File: config.mk
export PLATFORM = sky130hd
export DESIGN_NAME = result_accumulator
export DESIGN_NICKNAME = d
export VERILOG_FILES = /design/src/rtl/result_accumulator.sv
export SDC_FILE = /design/constraint.sdc
export NUM_CORES = 1
export LEC_CHECK = 0
export CORE_AREA = 4 4 155 157
export CTS_BUF_LIST = sky130_fd_sc_hd__clkbuf_8
export CTS_CLUSTER_DIAMETER = 200
export CTS_CLUSTER_SIZE = 25
export DETAILED_ROUTE_END_ITERATION = 7
export DIE_AREA = 0 0 159 161
export GPL_TIMING_DRIVEN = 1
export HOLD_SLACK_MARGIN = 0.03
export PLACE_DENSITY = 0.91
export REMOVE_ABC_BUFFERS = 1
export SLEW_MARGIN = 15
export SYNTH_ARGS = -nofsm -noshare
export SYNTH_HDL_FRONTEND = slang
export SYNTH_SLANG_ARGS = --single-unit
File: constraint.sdc
create_clock -name clk -period 6.8 [get_ports clk]
set_input_delay 1.36 -clock clk [delete_from_list [all_inputs] [get_ports clk]]
set_output_delay 1.36 -clock clk [all_outputs]
set_load 0.02 [all_outputs]
File: src/rtl/result_accumulator.sv
// rtl/result_accumulator.sv - pops a run of per-block results from a show-ahead FIFO and totals them
module result_accumulator #(
    parameter int GRAB_SPACING = 2,
    parameter int COUNT_WIDTH  = 32
) (
    input  logic                   clk,
    input  logic                   rst,
    input  logic                   start,
    input  logic [COUNT_WIDTH-1:0] expectedCount,
    input  logic                   resultsAvailable,
    input  logic [47:0]            pcoeffSum,
    input  logic [12:0]            pcoeffCount,
    input  logic                   eccStatus,
    output logic                   grabResults,
    output logic                   busy,
    output logic [63:0]            totalSum,
    output logic [COUNT_WIDTH-1:0] totalCount,
    output logic [COUNT_WIDTH-1:0] resultsReceived,
    output logic                   eccErrorSeen,
    output logic                   resultValid,
    input  logic                   resultReady
);

    typedef enum logic [1:0] {IDLE, COLLECT, REPORT} state_t;

    localparam logic [3:0] SPACE_RELOAD = 4'(GRAB_SPACING - 1);

    state_t                 state;
    logic [3:0]             spaceCnt;
    logic [COUNT_WIDTH-1:0] expectedLatched;
    logic [COUNT_WIDTH-1:0] receivedNext;

    assign receivedNext = resultsReceived + COUNT_WIDTH'(1);

    // The pop must land in the same cycle the head is consumed, so it is decoded
    // from registered state plus the live FIFO-not-empty flag.
    assign grabResults = (state == COLLECT) && resultsAvailable && (spaceCnt == 4'd0)
                         && (resultsReceived < expectedLatched);
    assign busy        = (state != IDLE);
    assign resultValid = (state == REPORT);

    always_ff @(posedge clk or posedge rst) begin
        if (rst) begin
            state           <= IDLE;
            spaceCnt        <= 4'd0;
            expectedLatched <= '0;
            totalSum        <= 64'd0;
            totalCount      <= '0;
            resultsReceived <= '0;
            eccErrorSeen    <= 1'b0;
        end else begin
            case (state)
                IDLE: begin
                    if (start) begin
                        totalSum        <= 64'd0;
                        totalCount      <= '0;
                        resultsReceived <= '0;
                        eccErrorSeen    <= 1'b0;
                        expectedLatched <= expectedCount;
                        spaceCnt        <= 4'd0;
                        state           <= (expectedCount == '0) ? REPORT : COLLECT;
                    end
                end
                COLLECT: begin
                    if (grabResults) begin
                        totalSum        <= totalSum + {16'd0, pcoeffSum};
                        totalCount      <= totalCount + COUNT_WIDTH'(pcoeffCount);
                        resultsReceived <= receivedNext;
                        eccErrorSeen    <= eccErrorSeen | eccStatus;
                        spaceCnt        <= SPACE_RELOAD;
                        if (receivedNext == expectedLatched) begin
                            state <= REPORT;
                        end
                    end else if (spaceCnt != 4'd0) begin
                        spaceCnt <= spaceCnt - 4'd1;
                    end
                end
                REPORT: begin
                    if (resultReady) begin
                        state <= IDLE;
                    end
                end
                default: state <= IDLE;
            endcase
        end
    end

endmodule

==> reports/metrics.csv, run 1 <==
metric,value,unit
vias per cell,6.25,
hold crit path type,reg -> reg,
sequential share of the synthesized area,34.2,%
vias in the first global route,12000,
fin worst setup slack,1.61,ns
Syn Inst Count,1470,
GRT Overall Usage,27.7,%
Hold Path Cell Cnt,2,
reg2reg end,totalSum[48],
Ports,231,
Tmin final,5.19,ns
Tightest Pin Transition,1.11,ns
GPL Wtd Cong,0.965,
Clock Skew,0.0245,ns
Hold EP,expectedLatched[0],
Arrival @ worst endpoint,3.83,ns
Ys Warns,0,
Detail Placement HPWL,27200,um
Die W,159,um
Final Net Count,1854,
total global routing overflow,0,
DRC,0,
die area,0.0256,sq mm
Internal Power,2.68,mW
via count,12200,
max-cap violation count,0,
"Slew Viols, Final",0,
Sw Share,45.4,%
Comb power frac,56.2,%
Worst setup SP type,flop,
first-pass GRT wire length,59700,um
Port Buf Inserts,230,
worst relative slew slack,26.2,%
Pleak,6.45,nW
Mapped Area,0.0122,sq mm
"FFs w/ async S/R, synth",100,%
"Core Util, Final",66.9,%
post-route clock period utilization,76.4,%
antenna violations before repair,4,
Seq cells post-synth,167,
critical path required time,5.44,ns
Die H,161,um
crit-path max FO,13,
area post-placement,0.0147,sq mm
clock network latency to the later pin of the worst-skew pair,0.46,ns
TritonCTS clock tree,yes,
clock power share,13.8,%
Synth Flop Type,dfrtp_1,
Sw Pwr,2.24,mW
CTS H-tree depth,4,
total clock sinks,167,
pre-CTS WS,1.41,ns
# rows,55,
# Post-CTS Setup Buffers,0,
final WL,36600,um
area of the multi-input gates,0.00755,sq mm
Register-to-Register Path Depth,13,
P per Cell Area,327,mW/mm^2
f_max,193,MHz
CTS max path bufs,2,
largest net degree at the start of global routing,113,
Post-CTS Hold Buffers,0,
"EDFF count, synth",0,
Initial Utilization,54.4,%
area growth from synthesis to layout,23.0,%
Starting DRT DRC Count,1174,
Critical Path End Type,output pin,
"antenna viol nets, final",0,
drt wl/cell,18.7,um
number of fill cells,1788,
Crit Path Class,reg -> out,
Finish-stage setup viols,0,
CTS root buf,clkbuf_8,
R2R Setup Slk,2.22,ns
CORE AREA,0.0225,sq mm
RR Startpoint,resultsReceived[22],
Sequential Power Share,29.9,%
Hold Path Origin,expectedLatched[0],
syn avg cell area,8.32,sq um
post-synth cell types,76,
sequential standard cell area,0.00418,sq mm
total power,4.92,mW
Peak VDD IR,0.218,mV
CTS Buf Count,17,
1st-pass router iterations,6,
worst setup path start,resultsReceived[22],
status,completed,
"CTS clk-pin slew, worst paths",0.09,ns
share of cells above drive strength 1,3.77,%
Post-CTS Resized,0,
final instance area,0.0150,sq mm
Hold Fails Final Rpt,0,
unrepaired setup endpoints after global routing,no,
==> critical path: stages (launching register included) <==
cell             delay [ns]
dfrtp_1                0.53
ha_1                   0.38
nand4_1                0.21
nor4_1                 0.45
nand2_1                0.13
nor4_1                 0.54
o21ai_1                0.35
nand2_2                0.20
inv_2                  0.04
clkdlybuf4s50_1        0.54
==> metal layers <==
layer / global-route usage [%] / wire, um
met4: 10.6 / 1350
met1: 36.0 / 15100
met5: 0 / 13
met2: 45.8 / 17200
met3: 5.72 / 2900
==> stage by stage <==
step | TNS, ns | hold slack, ns | instances
2_1_floorplan | -180.52 | 0.450 | 1400
3_3_place_gp | 0 | 0.471 | 1922
3_5_place_dp | 0 | 0.481 | 1922
4_1_cts | 0 | 0.500 | 1954
5_1_grt | 0 | 0.532 | 1958
6_report | 0 | 0.507 | 1958
==> layout by cell type, fill, tap and decap left out, types with 5 or more instances in the layout <==
| cell | Yosys | layout |
|---|---|---|
| o21ai_0 | 182 | 181 |
| nor2b_1 | 5 | 5 |
| and4_1 | 9 | 9 |
| inv_1 | 59 | 59 |
| a22o_1 | 8 | 8 |
| o21bai_1 | 12 | 12 |
| clkbuf_8 | 1 | 18 |
| or4_1 | 8 | 8 |
| dfrtp_1 | 167 | 167 |
| nor4b_1 | 7 | 7 |
| o211ai_1 | 13 | 13 |
| inv_6 | 0 | 5 |
| a21oi_1 | 97 | 97 |
| nand3_1 | 45 | 45 |
| clkinvlp_4 | 0 | 5 |
| a211oi_1 | 12 | 12 |
| o2111ai_1 | 5 | 5 |
| or3_1 | 10 | 10 |
| a21o_1 | 27 | 27 |
| nand2_1 | 193 | 192 |
| o31ai_1 | 22 | 22 |
| and3_1 | 25 | 25 |
| clkdlybuf4s50_1 | 0 | 230 |
| nand2b_1 | 9 | 9 |
| nor3_1 | 25 | 25 |
| a221oi_1 | 5 | 5 |
| buf_4 | 1 | 7 |
| nor4_1 | 27 | 27 |
| ha_1 | 96 | 96 |
| a31oi_1 | 9 | 9 |
| o21a_1 | 7 | 7 |
| xnor2_1 | 83 | 83 |
| nand4_1 | 28 | 28 |
| and2_1 | 6 | 5 |
| xor2_1 | 38 | 38 |
| nor2_1 | 94 | 94 |
==> synth_stat cells, types with 5 or more instances <==
master | n | area, sq um
a211oi_1 | 12 | 90.1
a21o_1 | 27 | 203
a21oi_1 | 97 | 485
a221oi_1 | 5 | 43.8
a22o_1 | 8 | 70.1
a31oi_1 | 9 | 56.3
and2_1 | 6 | 37.5
and3_1 | 25 | 156
and4_1 | 9 | 78.8
buf_1 | 6 | 22.5
clkbuf_1 | 57 | 214
dfrtp_1 | 167 | 4180
ha_1 | 96 | 1200
inv_1 | 59 | 221
nand2_1 | 193 | 724
nand2b_1 | 9 | 56.3
nand3_1 | 45 | 225
nand4_1 | 28 | 175
nor2_1 | 94 | 353
nor2b_1 | 5 | 31.3
nor3_1 | 25 | 125
nor4_1 | 27 | 169
nor4b_1 | 7 | 61.3
o2111ai_1 | 5 | 43.8
o211ai_1 | 13 | 97.6
o21a_1 | 7 | 52.6
o21ai_0 | 182 | 911
o21bai_1 | 12 | 90.1
o31ai_1 | 22 | 165
or3_1 | 10 | 62.6
or4_1 | 8 | 60.1
xnor2_1 | 83 | 727
xor2_1 | 38 | 333
==> cell type report <==
| type | count | share of cell area (%) |
|---|---|---|
| multi-input combinational | 1173 | 50.2 |
| clock inverter | 14 | 0.757 |
| sequential | 167 | 27.8 |
| tap | 285 | 2.37 |
| clock buffer | 18 | 1.65 |
| timing repair buffer | 238 | 15.7 |
| antenna | 3 | 0.0499 |
| inverter | 60 | 1.55 |
==> power groups by stage <==
stage,logic [mW],clock network [mW],registers (mW)
final,2.77,0.680,1.47
after global routing,3.03,0.741,1.50
after CTS,2.74,0.696,1.47
after detailed placement,2.72,0,1.48
after global placement,2.61,0,1.47
after floorplan,1.63,0,1.65
==> flip-flops by register name, indices dropped and copies added, names as in the netlist <==
name and flops:
totalSum 64, expectedLatched 32, resultsReceived 32, totalCount 32, spaceCnt 4, state 2, eccErrorSeen 1
==> worst max-delay path by stage <==
| stage | end | depth (start not counted) |
|---|---|---|
| finish | grabResults | 9 |
| global route | grabResults | 9 |
| global placement | totalSum[59] | 11 |
| detailed placement | totalSum[63] | 11 |
| floorplan | totalSum[48] | 10 |
| CTS | grabResults | 9 |
==> logic make-up after synthesis <==
| family | synth area share [%] |
|---|---|
| AND/OR/NAND/NOR | 20.4 |
| AO/OA/AOI/OAI | 22.1 |
| flip-flops | 34.2 |
| buffers and inverters | 4.25 |
| XOR/XNOR | 8.89 |
| adder cells (fa/ha/maj) | 10.1 |
| multiplexers | 0.0920 |
(Power assumes the default switching activity.)
==> run 2: changes to the inputs <==
- clock period: 6.8 -> 5.15 ns (I/O delays scaled with it)
==> run 2 against run 1 <==
Compared with the run above: clock skew shrank 0.0068 ns; combinational power increased by 31%; global-route usage grew 0.43 points; die area is the same; register-to-register slack got worse by 1.3 ns; critical path depth unchanged; utilization rose by 0.33 points; power increased by 34%; flip-flop and latch count is the same; non-clock buffer count grew 4.
==> reports/metrics.csv, run 2 (synthesized netlist as in run 1, its figures left out) <==
metric,value,unit,change
Die W,159,um,unchanged
GRT Overall Usage,28.1,%,was 27.7%
final WL,37000,um,was 36600 um
Post-CTS Resized,0,,unchanged
Layout Cells excl Fill,1959,,was 1958
vias in the first global route,12000,,about the same
crit-path max FO,13,,unchanged
total clock sinks,167,,unchanged
Register-to-Register Path Depth,13,,unchanged
Critical Path End Type,output pin,,unchanged
reg2reg end,resultsReceived[30],,was totalSum[48]
Hold Path Origin,expectedLatched[0],,unchanged
die area,0.0256,sq mm,unchanged
"most common cell after layout, fill and taps aside",clkdlybuf4s50_1,,unchanged
share of cells above drive strength 1,3.95,%,was 3.77%
Clock Skew,0.0177,ns,was 0.0245 ns
first-pass GRT wire length,60100,um,was 59700 um
TritonCTS clock tree,yes,,unchanged
antenna violations before repair,2,,was 4
via count,12200,,about the same
status,completed,,unchanged
largest net degree at the start of global routing,102,,was 113
RR Startpoint,resultsReceived[22],,unchanged
CTS Buf Count,17,,unchanged
Arrival @ worst endpoint,3.74,ns,was 3.83 ns
drt wl/cell,18.9,um,was 18.7 um
critical path required time,4.12,ns,was 5.44 ns
Inst Count DP,1927,,was 1922
DRC,0,,unchanged
total global routing overflow,0,,unchanged
Crit Path Class,reg -> out,,unchanged
Ports,231,,unchanged
Initial Utilization,54.4,%,unchanged
post-route clock period utilization,92.6,%,
Tightest Pin Transition,1.02,ns,was 1.11 ns
Post-CTS Hold Buffers,0,,unchanged
GPL Wtd Cong,0.999,,was 0.965
area post-placement,0.0147,sq mm,about the same
"antenna viol nets, final",0,,unchanged
unrepaired setup endpoints after global routing,no,,unchanged
f_max,210,MHz,
Largest register FFs,64,,unchanged
"commonest cells after routing, fill and taps aside","clkdlybuf4s50_1, nand2_1, o21ai_0",,unchanged
area growth from synthesis to layout,23.6,%,was 23.0%
Peak VDD IR,0.242,mV,was 0.218 mV
hold crit path type,reg -> reg,,unchanged
Finish-stage setup viols,0,,unchanged
CTS H-tree depth,4,,unchanged
Hold EP,expectedLatched[0],,unchanged
CTS root buf,clkbuf_8,,unchanged
Port Buf Inserts,230,,unchanged
P per Cell Area,435,mW/mm^2,was 327 mW/mm^2
"Slew Viols, Final",0,,unchanged
vias per cell,6.22,,was 6.25
Hold Fails Final Rpt,0,,unchanged
CTS max path bufs,2,,unchanged
# rows,55,,unchanged
Pleak,6.49,nW,was 6.45 nW
Die H,161,um,unchanged
"CTS clk-pin slew, worst paths",0.09,ns,about the same
Detail Placement HPWL,27400,um,was 27200 um
final instance area,0.0151,sq mm,was 0.0150 sq mm
clock network latency to the later pin of the worst-skew pair,0.46,ns,about the same
worst relative slew slack,31.8,%,was 26.2%
Worst setup SP type,flop,,unchanged
# Post-CTS Setup Buffers,0,,unchanged
Tmin final,4.77,ns,
CORE AREA,0.0225,sq mm,unchanged
Hold Path Cell Cnt,2,,unchanged
max-cap violation count,0,,unchanged
largest register by flop count,totalSum,,unchanged
1st-pass router iterations,6,,unchanged
Starting DRT DRC Count,1176,,was 1174
R2R Setup Slk,0.92,ns,was 2.22 ns
Final Net Count,1858,,was 1854
## run 2: through the flow
stage	total power [mW]	hold WS [ns]	TNS, ns	utilization (%)	worst slack [ns]
after floorplan	4.33	0.450	-400.40	-	-3.92
after global placement	5.42	0.473	0	65.4	0.710
after detailed placement	5.55	0.479	0	65.4	0.584
after CTS	6.56	0.498	0	67.2	0.479
after global routing	7.05	0.536	0	67.2	0.315
final	6.58	0.499	0	67.2	0.379
## run 2: worst max path at each step
stage               depth (start not counted)  slack [ns]           startpoint           end
floorplan                                  11       -3.92  resultsReceived[22]  totalSum[48]
global placement                           12        0.71         pcoeffSum[0]  totalSum[46]
detailed placement                         12        0.58         pcoeffSum[0]  totalSum[46]
CTS                                         9        0.48  resultsReceived[22]   grabResults
global route                                9        0.31  resultsReceived[22]   grabResults
finish                                      9        0.38  resultsReceived[22]   grabResults
## run 2: power breakdown
group	switching, mW	internal, mW
Combinational	2.07	1.57
Clock	0.515	0.468
Sequential	0.327	1.63
Total	2.91	3.66
## run 2: final cells by class
| type | instances | area (sq um) |
|---|---|---|
| multi-input cells | 1173 | 7550 |
| fillers | 1758 | 7380 |
| flip-flops and latches | 167 | 4180 |
| repair buffers | 242 | 2400 |
| well taps | 285 | 357 |
| clock buffers | 20 | 275 |
| inverters | 60 | 230 |
| clock inverters | 11 | 124 |
| diodes | 1 | 2.50 |
## run 2: per-layer routing
metal / GRT usage [%] / up-vias / wire length [um] / share of wire, %
li1: - / 5712 / - / -
met1: 36.0 / 5847 / 15400 / 42
met2: 47.0 / 538 / 17700 / 48
met4: 10.0 / 2 / 991 / 2.7
met5: 0 / - / 13 / 0.035
met3: 6.53 / 84 / 2860 / 7.7
## run 2: worst max-delay path: stages, from the launching register on
cell and delay, ns:
dfrtp_1 0.53, ha_1 0.37, nand4_1 0.17, nor4_1 0.42, nand2_1 0.10, nor4_1 0.57
o21ai_1 0.36, nand2_2 0.19, inv_2 0.05, clkdlybuf4s50_1 0.53
==> run 3: changes to the inputs <==
- ABC_CLOCK_PERIOD_IN_PS: default -> 5150
- CTS_CLUSTER_DIAMETER: 200 -> 30
==> results of run 3 <==
The final DEF is identical to that of run 2; final timing and power are the same.
